<file path="src/rtl/expipe_pkg.sv">
// Shared execution-pipeline types: the result record carried on the common data bus.
package expipe_pkg;

    localparam int EU_N       = 4;
    localparam int ROB_IDX_W  = 6;
    localparam int XLEN       = 32;
    localparam int EXC_CODE_W = 4;

    typedef struct packed {
        logic [ROB_IDX_W-1:0]  rob_idx;
        logic [XLEN-1:0]       res_value;
        logic                  except_raised;
        logic [EXC_CODE_W-1:0] except_code;
    } cdb_data_t;

endpackage

</file>
<file path="src/rtl/cdb_tx_buffer_fifo_ptr_ctrl.sv">
// Head/tail/count bookkeeping for the CDB result buffer; handshake flags come
// from registered state only so no input reaches eu_ready/cdb_valid combinationally.
module cdb_tx_buffer_fifo_ptr_ctrl #(
    parameter int  DEPTH = 4,
    localparam int PTR_W = $clog2(DEPTH),
    localparam int CNT_W = PTR_W + 1
) (
    input  logic             clk,
    input  logic             rst_n,
    input  logic             flush,
    input  logic             push_req,
    input  logic             pop_req,
    output logic             push,
    output logic             pop,
    output logic [PTR_W-1:0] head,
    output logic [PTR_W-1:0] tail,
    output logic [CNT_W-1:0] count,
    output logic             full,
    output logic             empty
);

    logic [PTR_W-1:0] head_reg, head_next;
    logic [PTR_W-1:0] tail_reg, tail_next;
    logic [CNT_W-1:0] count_reg, count_next;

    assign full  = (count_reg == CNT_W'(DEPTH));
    assign empty = (count_reg == '0);
    assign push  = push_req && !full;
    assign pop   = pop_req && !empty;

    assign head  = head_reg;
    assign tail  = tail_reg;
    assign count = count_reg;

    always_comb begin
        head_next  = head_reg;
        tail_next  = tail_reg;
        count_next = count_reg;
        if (flush) begin
            // Flush wins over any handshake in the same cycle.
            head_next  = '0;
            tail_next  = '0;
            count_next = '0;
        end else begin
            if (push) tail_next = tail_reg + 1'b1;
            if (pop)  head_next = head_reg + 1'b1;
            case ({push, pop})
                2'b10:   count_next = count_reg + 1'b1;
                2'b01:   count_next = count_reg - 1'b1;
                default: count_next = count_reg;
            endcase
        end
    end

    always_ff @(posedge clk or negedge rst_n) begin
        if (!rst_n) begin
            head_reg  <= '0;
            tail_reg  <= '0;
            count_reg <= '0;
        end else begin
            head_reg  <= head_next;
            tail_reg  <= tail_next;
            count_reg <= count_next;
        end
    end

endmodule

</file>
<file path="src/rtl/cdb_tx_buffer.sv">
// In-order result queue between one execution unit and its CDB arbiter slot.
// The oldest entry is always presented; there is no bypass from EU to CDB.
module cdb_tx_buffer
    import expipe_pkg::*;
#(
    parameter int  DEPTH = 4,
    localparam int PTR_W = $clog2(DEPTH),
    localparam int CNT_W = PTR_W + 1
) (
    input  logic             clk_i,
    input  logic             rst_n_i,
    input  logic             flush_i,
    input  logic             eu_valid_i,
    output logic             eu_ready_o,
    input  cdb_data_t        eu_data_i,
    output logic             cdb_valid_o,
    input  logic             cdb_ready_i,
    output cdb_data_t        cdb_data_o,
    output logic [CNT_W-1:0] count_o
);

    logic             push;
    logic             pop;
    logic             full;
    logic             empty;
    logic [PTR_W-1:0] head;
    logic [PTR_W-1:0] tail;

    cdb_data_t entry_mem [DEPTH];

    cdb_tx_buffer_fifo_ptr_ctrl #(
        .DEPTH (DEPTH)
    ) u_ptr_ctrl (
        .clk      (clk_i),
        .rst_n    (rst_n_i),
        .flush    (flush_i),
        .push_req (eu_valid_i),
        .pop_req  (cdb_ready_i),
        .push     (push),
        .pop      (pop),
        .head     (head),
        .tail     (tail),
        .count    (count_o),
        .full     (full),
        .empty    (empty)
    );

    // Payload storage is deliberately left unreset; validity lives in count.
    always_ff @(posedge clk_i) begin
        if (push && !flush_i) begin
            entry_mem[tail] <= eu_data_i;
        end
    end

    assign eu_ready_o  = !full;
    assign cdb_valid_o = !empty;
    assign cdb_data_o  = entry_mem[head];

    always @(posedge clk_i) begin
        if (rst_n_i) begin
            assert (DEPTH >= 2 && (DEPTH & (DEPTH - 1)) == 0)
                else $error("cdb_tx_buffer: DEPTH %0d is not a power of two >= 2", DEPTH);
            assert (!(push && full))
                else $error("cdb_tx_buffer: push while full");
            assert (!(pop && empty))
                else $error("cdb_tx_buffer: pop while empty");
        end
    end

endmodule
</file>
<file path="config.mk">
export PLATFORM = sky130hd
export DESIGN_NAME = cdb_tx_buffer
export DESIGN_NICKNAME = d
export VERILOG_FILES = /design/src/rtl/expipe_pkg.sv /design/src/rtl/cdb_tx_buffer_fifo_ptr_ctrl.sv /design/src/rtl/cdb_tx_buffer.sv
export SDC_FILE = /design/constraint.sdc
export NUM_CORES = 1
export LEC_CHECK = 0
export CAP_MARGIN = 20
export CORE_ASPECT_RATIO = 1.25
export CORE_MARGIN = 2
export CORE_UTILIZATION = 45
export CTS_CLUSTER_DIAMETER = 100
export DETAILED_ROUTE_END_ITERATION = 10
export PLACE_DENSITY = 0.73
export SETUP_SLACK_MARGIN = 0.5
export SYNTH_ARGS = -nofsm -noshare
export SYNTH_HDL_FRONTEND = slang
export SYNTH_HIERARCHICAL = 1
export SYNTH_SLANG_ARGS = --single-unit
</file>
<file path="constraint.sdc">
create_clock -name clk_i -period 6.51 [get_ports clk_i]
set_input_delay 1.302 -clock clk_i [delete_from_list [all_inputs] [get_ports clk_i]]
set_output_delay 1.302 -clock clk_i [all_outputs]
set_load 0.02 [all_outputs]
</file>
== Yosys cells after proc, flatten, opt, wreduce, memory -nomap -nowiden ==
Memories as Yosys holds them, arrays and structs flattened.
Cells that the tools add are included.
Storage, ports and cells
  RAM bits: 172
  output and inout bits: 48
  memories kept: 1
  register bits after elaboration: 7
  logic and storage cells: 29
Cells by class
  add/subtract/negate cells: 4
  equality and inequality tests: 3
  mux-type cells: 8
  reductions and logical operators: 10
Memory list
  entry_mem: words 4, bits a word 43, read ports 1, clocked after Yosys merged registers in 0, write ports 1, RTL line cdb_tx_buffer.sv:29  | cdb_data_t entry_mem [DEPTH];
Operators by type and width (number)
  2-bit two-way mux: 4
  3-bit case mux with 2 select lines: 1
  2-bit by 1-bit adder with 2-bit output, second input constant: 2
  2-bit nonzero test: 2
  3-bit by 1-bit adder with 3-bit output, second input constant: 1
  3-bit equality test, second input constant: 1
  1-bit logical AND: 3
  1-bit logical NOT: 3
  3-bit logical NOT: 1
  3-bit two-way mux: 1
  3-bit nonzero test: 1
  3-bit by 1-bit subtractor with 3-bit output, second input constant: 1
  2-bit by 1-bit equality test with 1-bit output, second input constant: 1
  2-bit equality test, second input constant: 1
  1-bit two-way mux: 2

== Logic depth before layout (Yosys ltp) ==
Gate-level depths: netlist (run 1).
  depth after elaboration: 6
  mapped depth: 7

== By module ==
Netlist (run 1), hierarchy kept.
By module, submodules not included
  cdb_tx_buffer: cells each 231, area each 6306.0 um^2, instances 1
  cdb_tx_buffer_fifo_ptr_ctrl: cells each 56, area each 513.0 um^2, instances 1

== Least setup slack after synthesis (run 1) ==
No wires, ideal clock.
  path kind: input-to-reg
  start point: in eu_valid_i
  end point: mem entry_mem[0][0] (netlist name) (enable)
  path buffers: 0
  library setup time: 0.568 ns
  arrival time: 6.009 ns
  slack: -0.067 ns
  stages on the path: 3
  cells stage by stage: inv_2 -> nor2_1 -> nor4b_1
Between the ends
  longest elaborated chain between the ends: 4
Ends and longest elaborated chain
  from (decl): RTL line cdb_tx_buffer.sv:13  | input logic eu_valid_i,
  1-bit logical AND: RTL line cdb_tx_buffer_fifo_ptr_ctrl.sv:28  | assign push = push_req && !full;
  named net push: RTL line cdb_tx_buffer.sv:22  | logic push;
  1-bit logical AND: RTL line cdb_tx_buffer.sv:50  | if (push && !flush_i) begin
  1-bit two-way mux: RTL line cdb_tx_buffer.sv:50
  1-bit two-way mux (implied by the code): RTL line cdb_tx_buffer.sv:51  | entry_mem[tail] <= eu_data_i;
  to (decl): RTL line cdb_tx_buffer.sv:29
The timed path passes the listed nets, and every way through them passes these cells.

==> metrics, run 1 <==
status=finished clean; critical path fanouts, max=45; core area=14890 µm²; DR vias=3206; maxcap violations=0; Final HPWL DP=6883 µm; share of cells above drive strength 1=20.54%; Die X-Extent=114.1 µm; crit path launch type=flop; R2R setup slack=3590 ps; Worst Tran Pin Value=1019 ps; Post-Route M1 WL=4780 µm; Mapped Avg Cell Area=23.83 µm²; antenna diode count=0; Port Buffers=95; min Tclk post-route=4021 ps; DRC=0; slowest stage delay, CP=1030 ps; WL final=11650 µm; hold crit path type=flop to flop; first-pass GRT wire length=18160 µm; Total Power=2.716 mW; Synth Warn #=6; syn_nets=335; Cell Chain, Critical Path=mux4_1, clkdlybuf4s50_1; maximum vdd drop=0.1680 mV; synthesized netlist cell count=286; Post-CTS Repair Setup Buffers=0; row count=50; net switching power=0.6451 mW; clk buf depth=2; Initial Util=45.77%; cells resized by post-CTS repair=0; DR pass1 iterations=4; Fin Setup TNS=0 ps; final hold violations=0; clock tree sinks=179; Avg WL per Cell=19.89 µm; Setup Skew=6.257 ps; logic gate share of total power=15.9%; vias in the first global route=3328; max-slew violation count=0; die area=16150 µm²; met3 wire length=647 µm; htree depth=4; hold buffer count at CTS=0; Final period util=61.77%; Routed Antenna Nets=0; final worst setup slack=2489 ps; Max transition margin=31.93%; cells on worst reg2reg path=4; final setup violation count=0; GPL Wtd Cong=0.7360; P&R area growth vs syn=24.80%; register share of total power=50.1%; initial antenna violation count=1; CP top delay family=flip-flops; Worst-Skew Late Latency=410 ps; met2 WL=6050 µm; Clk network pwr share=34.0%; DRT iter0 DRCs=221; Max Clock Freq=248.7 MHz; Total GRT Usage=15.22%; clk root buf=clkbuf_16; Die Height=141.6 µm; uppermost layer routed=met5; via density per instance=5.471; hold path depth=2; nets=440; Placed Area=7944 µm²; Crit. End Element=output port; crit path buf inv count=1; Final Cell Area=8506 µm²; worst slack, placed=2285 ps; total number of cells along the worst setup path=2; Static Leak=2.672 nW; IO Pins=96; Worst-path clk slew=60 ps; switching share of power=23.76%; post-synth design cell area=6815 µm²; TritonCTS clock tree=yes; largest net degree at the start of global routing=46; Num CTS Buffers=17; Core Util, Final=57.13%; max reg flops=172; kind of critical path=flop to output port; RSZ-0062 raised after global routing=no; pwr dens=319.3 nW/µm²; Worst Path Arrival=2720 ps; Worst EP required=5210 ps; slowest cell on the critical path=dfrtp_4; global route overflow=0; Cell Int Power=2.070 mW
## final timing paths
path | startpoint | to
setup / recovery | u_ptr_ctrl/head[0] | cdb_data_o[0]
max in group asynchronous | rst_n_i | u_ptr_ctrl/head[0]
hold / removal | u_ptr_ctrl/head[1] | u_ptr_ctrl/head[1]
setup reg to reg | u_ptr_ctrl/count[0] | entry_mem[2][39]
hold reg to reg | u_ptr_ctrl/head[1] | u_ptr_ctrl/head[1]
min in group asynchronous | rst_n_i | u_ptr_ctrl/count[2]
## worst register-to-register path, delay by kind of cell, from the launching register on
| kind | cells | cell delay [ps] |
|---|---|---|
| buffers and inverters | 1 | 550 |
| flip-flops | 1 | 600 |
| AND/OR/NAND/NOR | 3 | 1410 |
## through the flow
stage / cells / hold slack [ps]
floorplan: 286 / 502.8
global placement: 552 / 657.3
detailed placement: 553 / 671.8
CTS: 585 / 679.0
global route: 586 / 710.8
finish: 586 / 675.7
## layer usage
layer  GRT usage [%]  vias to the layer above
met2           25.03                       88
met1           19.14                     1673
met3           4.998                       17
li1                -                     1426
met4           5.199                        2
met5               0                        -
## cell usage in the layout (no fill, tap or decap), drive strengths merged, types with 3 or more instances in the layout
master	n
edfxtp	172
clkdlybuf4s50	95
mux4	43
clkbuf	19
inv	8
dfrtp	7
clkinv	7
nor2	5
a21oi	5
buf	5
clkinvlp	3
nor3b	3
o21ai	3
## cell type report
type                    count  area (µm²)
flip-flops and latches    179        5345
clock buffers              19       432.9
multi-input cells          87        1355
clock inverters            13       108.9
repair buffers            100        1013
inverters                   6       22.52
well taps                 182       227.7
fillers                  1110        6384
## power by group through the flow
stage                     combinational, mW  sequential (mW)  clock [mW]
after floorplan                       0.305             1.34           0
after global placement                0.422             1.39           0
after detailed placement              0.425             1.40           0
after CTS                             0.427             1.37       0.943
after global routing                  0.456             1.37       0.997
final                                 0.431             1.36       0.922
No activity file was read; power rests on OpenSTA's default activity.
==> inputs of run 2 (changes only) <==
--- a/config.mk
+++ b/config.mk
@@ -11,7 +11,7 @@
 export CORE_UTILIZATION = 45
 export CTS_CLUSTER_DIAMETER = 100
 export DETAILED_ROUTE_END_ITERATION = 10
-export PLACE_DENSITY = 0.73
+export PLACE_DENSITY = 0.75
 export SETUP_SLACK_MARGIN = 0.5
 export SYNTH_ARGS = -nofsm -noshare
 export SYNTH_HDL_FRONTEND = slang
==> constraint.sdc (replaced) <==
create_clock -name clk_i -period 3.4 [get_ports clk_i]
set_input_delay 0.68 -clock clk_i [delete_from_list [all_inputs] [get_ports clk_i]]
set_output_delay 0.68 -clock clk_i [all_outputs]
set_load 0.02 [all_outputs]
==> run 2 against run 1 <==
Clock power rose by 120%. Critical path depth stayed put. Worst hold slack lost 130 ps. Cell count is 1.5% higher. Clock skew grew 1.7 ps. Largest cell class unchanged. Highest routed layer is now met4.
==> metrics, run 2 (synthesis gave the netlist of run 1 again) <==
Avg WL per Cell=20.26 µm (+1.9%); Worst Tran Pin Value=474.9 ps (-544.6 ps); clock tree sinks=179 (unchanged); R2R Path End=u_ptr_ctrl/count[2]; number of fill cells=1080 (-2.7%); htree depth=4 (unchanged); Worst Path Arrival=2100 ps (-620 ps); Die X-Extent=114.1 µm (unchanged); GPL Wtd Cong=0.7405 (+0.61%); final setup violation count=0 (unchanged); Die Height=141.6 µm (unchanged); Static Leak=2.982 nW (+12%); Setup Skew=7.912 ps (+1.656 ps); DR pass1 iterations=4 (unchanged); hold crit path type=primary input to async pin; max-slew violation count=0 (unchanged); Num CTS Buffers=17 (unchanged); TritonCTS clock tree=yes; DRC=0 (unchanged); leading cell type in the layout, fill and taps excluded=edfxtp_1; critical path fanouts, max=6 (-87%); max reg flops=172 (unchanged); antenna diode count=0 (unchanged); sequential cell area=5350 µm² (about the same); DRT iter0 DRCs=156 (-29%); Worst-Skew Late Latency=410 ps (about the same); core area=14890 µm² (unchanged); crit path launch type=flop; pwr dens=624.2 nW/µm² (+96%); nets=450 (+2.3%); kind of critical path=flop to output port; Total GRT Usage=15.44% (+0.22 points); Fin Setup TNS=0 ps (unchanged); Worst-path clk slew=60 ps (about the same); worst setup path startpoint=u_ptr_ctrl/head[0]; min Tclk post-route=2775 ps; Crit Reg-Reg Startpoint=u_ptr_ctrl/count[0]; cells on worst reg2reg path=6 (+2); final hold violations=0 (unchanged); worst slack, placed=474.8 ps (-1810 ps); global route overflow=0 (unchanged); Port Buffers=95 (unchanged); die area=16150 µm² (unchanged); Initial Util=45.77% (unchanged); Placed Area=8051 µm² (+1.4%); Worst EP required=2720 ps (-2490 ps); final worst setup slack=624.7 ps (-1864 ps); clk root buf=clkbuf_16; CP endpoint=cdb_data_o[0]; vias in the first global route=3438 (+3.3%); most frequent cells in the layout=edfxtp_1, clkdlybuf4s50_1, mux4_2; Crit. End Element=output port; status=finished clean; initial antenna violation count=0 (-1); Max Clock Freq=360.3 MHz; Routed Antenna Nets=0 (unchanged); WL final=12050 µm (+3.4%); hold buffer count at CTS=0 (unchanged); first-pass GRT wire length=18500 µm (+1.9%); P&R area growth vs syn=28.20%; maxcap violations=0 (unchanged); maximum vdd drop=0.2938 mV (+75%); Worst Hold Slack=547.2 ps (-128.4 ps); share of cells above drive strength 1=23.97% (+3.4 points); Final HPWL DP=7507 µm (+9.1%); via density per instance=5.378 (-1.7%); largest net degree at the start of global routing=29 (-37%); DR vias=3200 (-0.19%); Final period util=81.63%; Core Util, Final=58.68% (+1.6 points); R2R setup slack=1090 ps (-2500 ps); Max transition margin=68.24% (+36 points); area of the multi-input gates=1360 µm² (+0.37%); Final Cell Area=8737 µm² (+2.7%); RSZ-0062 raised after global routing=no; IO Pins=96 (unchanged); clk buf depth=2 (unchanged); row count=50 (unchanged)
-- run 2: power breakdown --
part           switching [mW]  internal (mW)
Combinational           0.424          0.451
Clock                   0.783           1.24
Sequential             0.0571           2.50
-- run 2: worst max-delay path, stage by stage, from the launching register on --
cell,delay [ps]
dfrtp_4,510
mux4_1,610
clkdlybuf4s50_1,580
-- run 2: per-stage QoR --
stage / cells / total power, mW
5_1_grt: 595 / 5.651
3_3_place_gp: 562 / 3.498
4_1_cts: 595 / 5.523
2_1_floorplan: 286 / 3.163
3_5_place_dp: 562 / 3.519
6_report: 595 / 5.454
-- run 2: timing repair --
item	in CTS	in global routing
buffers inserted	2	0
resized for setup	24	20
setup endpoints to repair	43	20
-- run 2: worst min-delay path by stage --
stage	startpoint	end	slack (ps)	depth (start not counted)
final	rst_n_i	u_ptr_ctrl/count[2]	550	1
after detailed placement	u_ptr_ctrl/count[2]	u_ptr_ctrl/count[2]	590	1
after global routing	rst_n_i	u_ptr_ctrl/count[0]	550	1
after CTS	rst_n_i	u_ptr_ctrl/count[2]	540	1
after floorplan	rst_n_i	u_ptr_ctrl/count[0]	380	0
after global placement	u_ptr_ctrl/count[2]	u_ptr_ctrl/count[2]	570	1
-- run 2: final cells by class --
| cell class | instances | share of cell area (%) |
|---|---|---|
| repair buffers | 110 | 13.16 |
| flip-flops and latches | 179 | 61.23 |
| multi-input cells | 87 | 15.57 |
| clock buffers | 18 | 4.912 |
| clock inverters | 13 | 2.263 |
| inverters | 6 | 0.2578 |
| well taps | 182 | 2.606 |
-- run 2: layer usage --
metal | part of all wire (%) | GRT usage (%) | vias to the layer above
met5 | 0 | 0 | -
met4 | 0.97 | 4.493 | 0
met3 | 4.6 | 4.400 | 11
met2 | 53 | 25.91 | 91
met1 | 42 | 19.75 | 1650
li1 | - | - | 1448
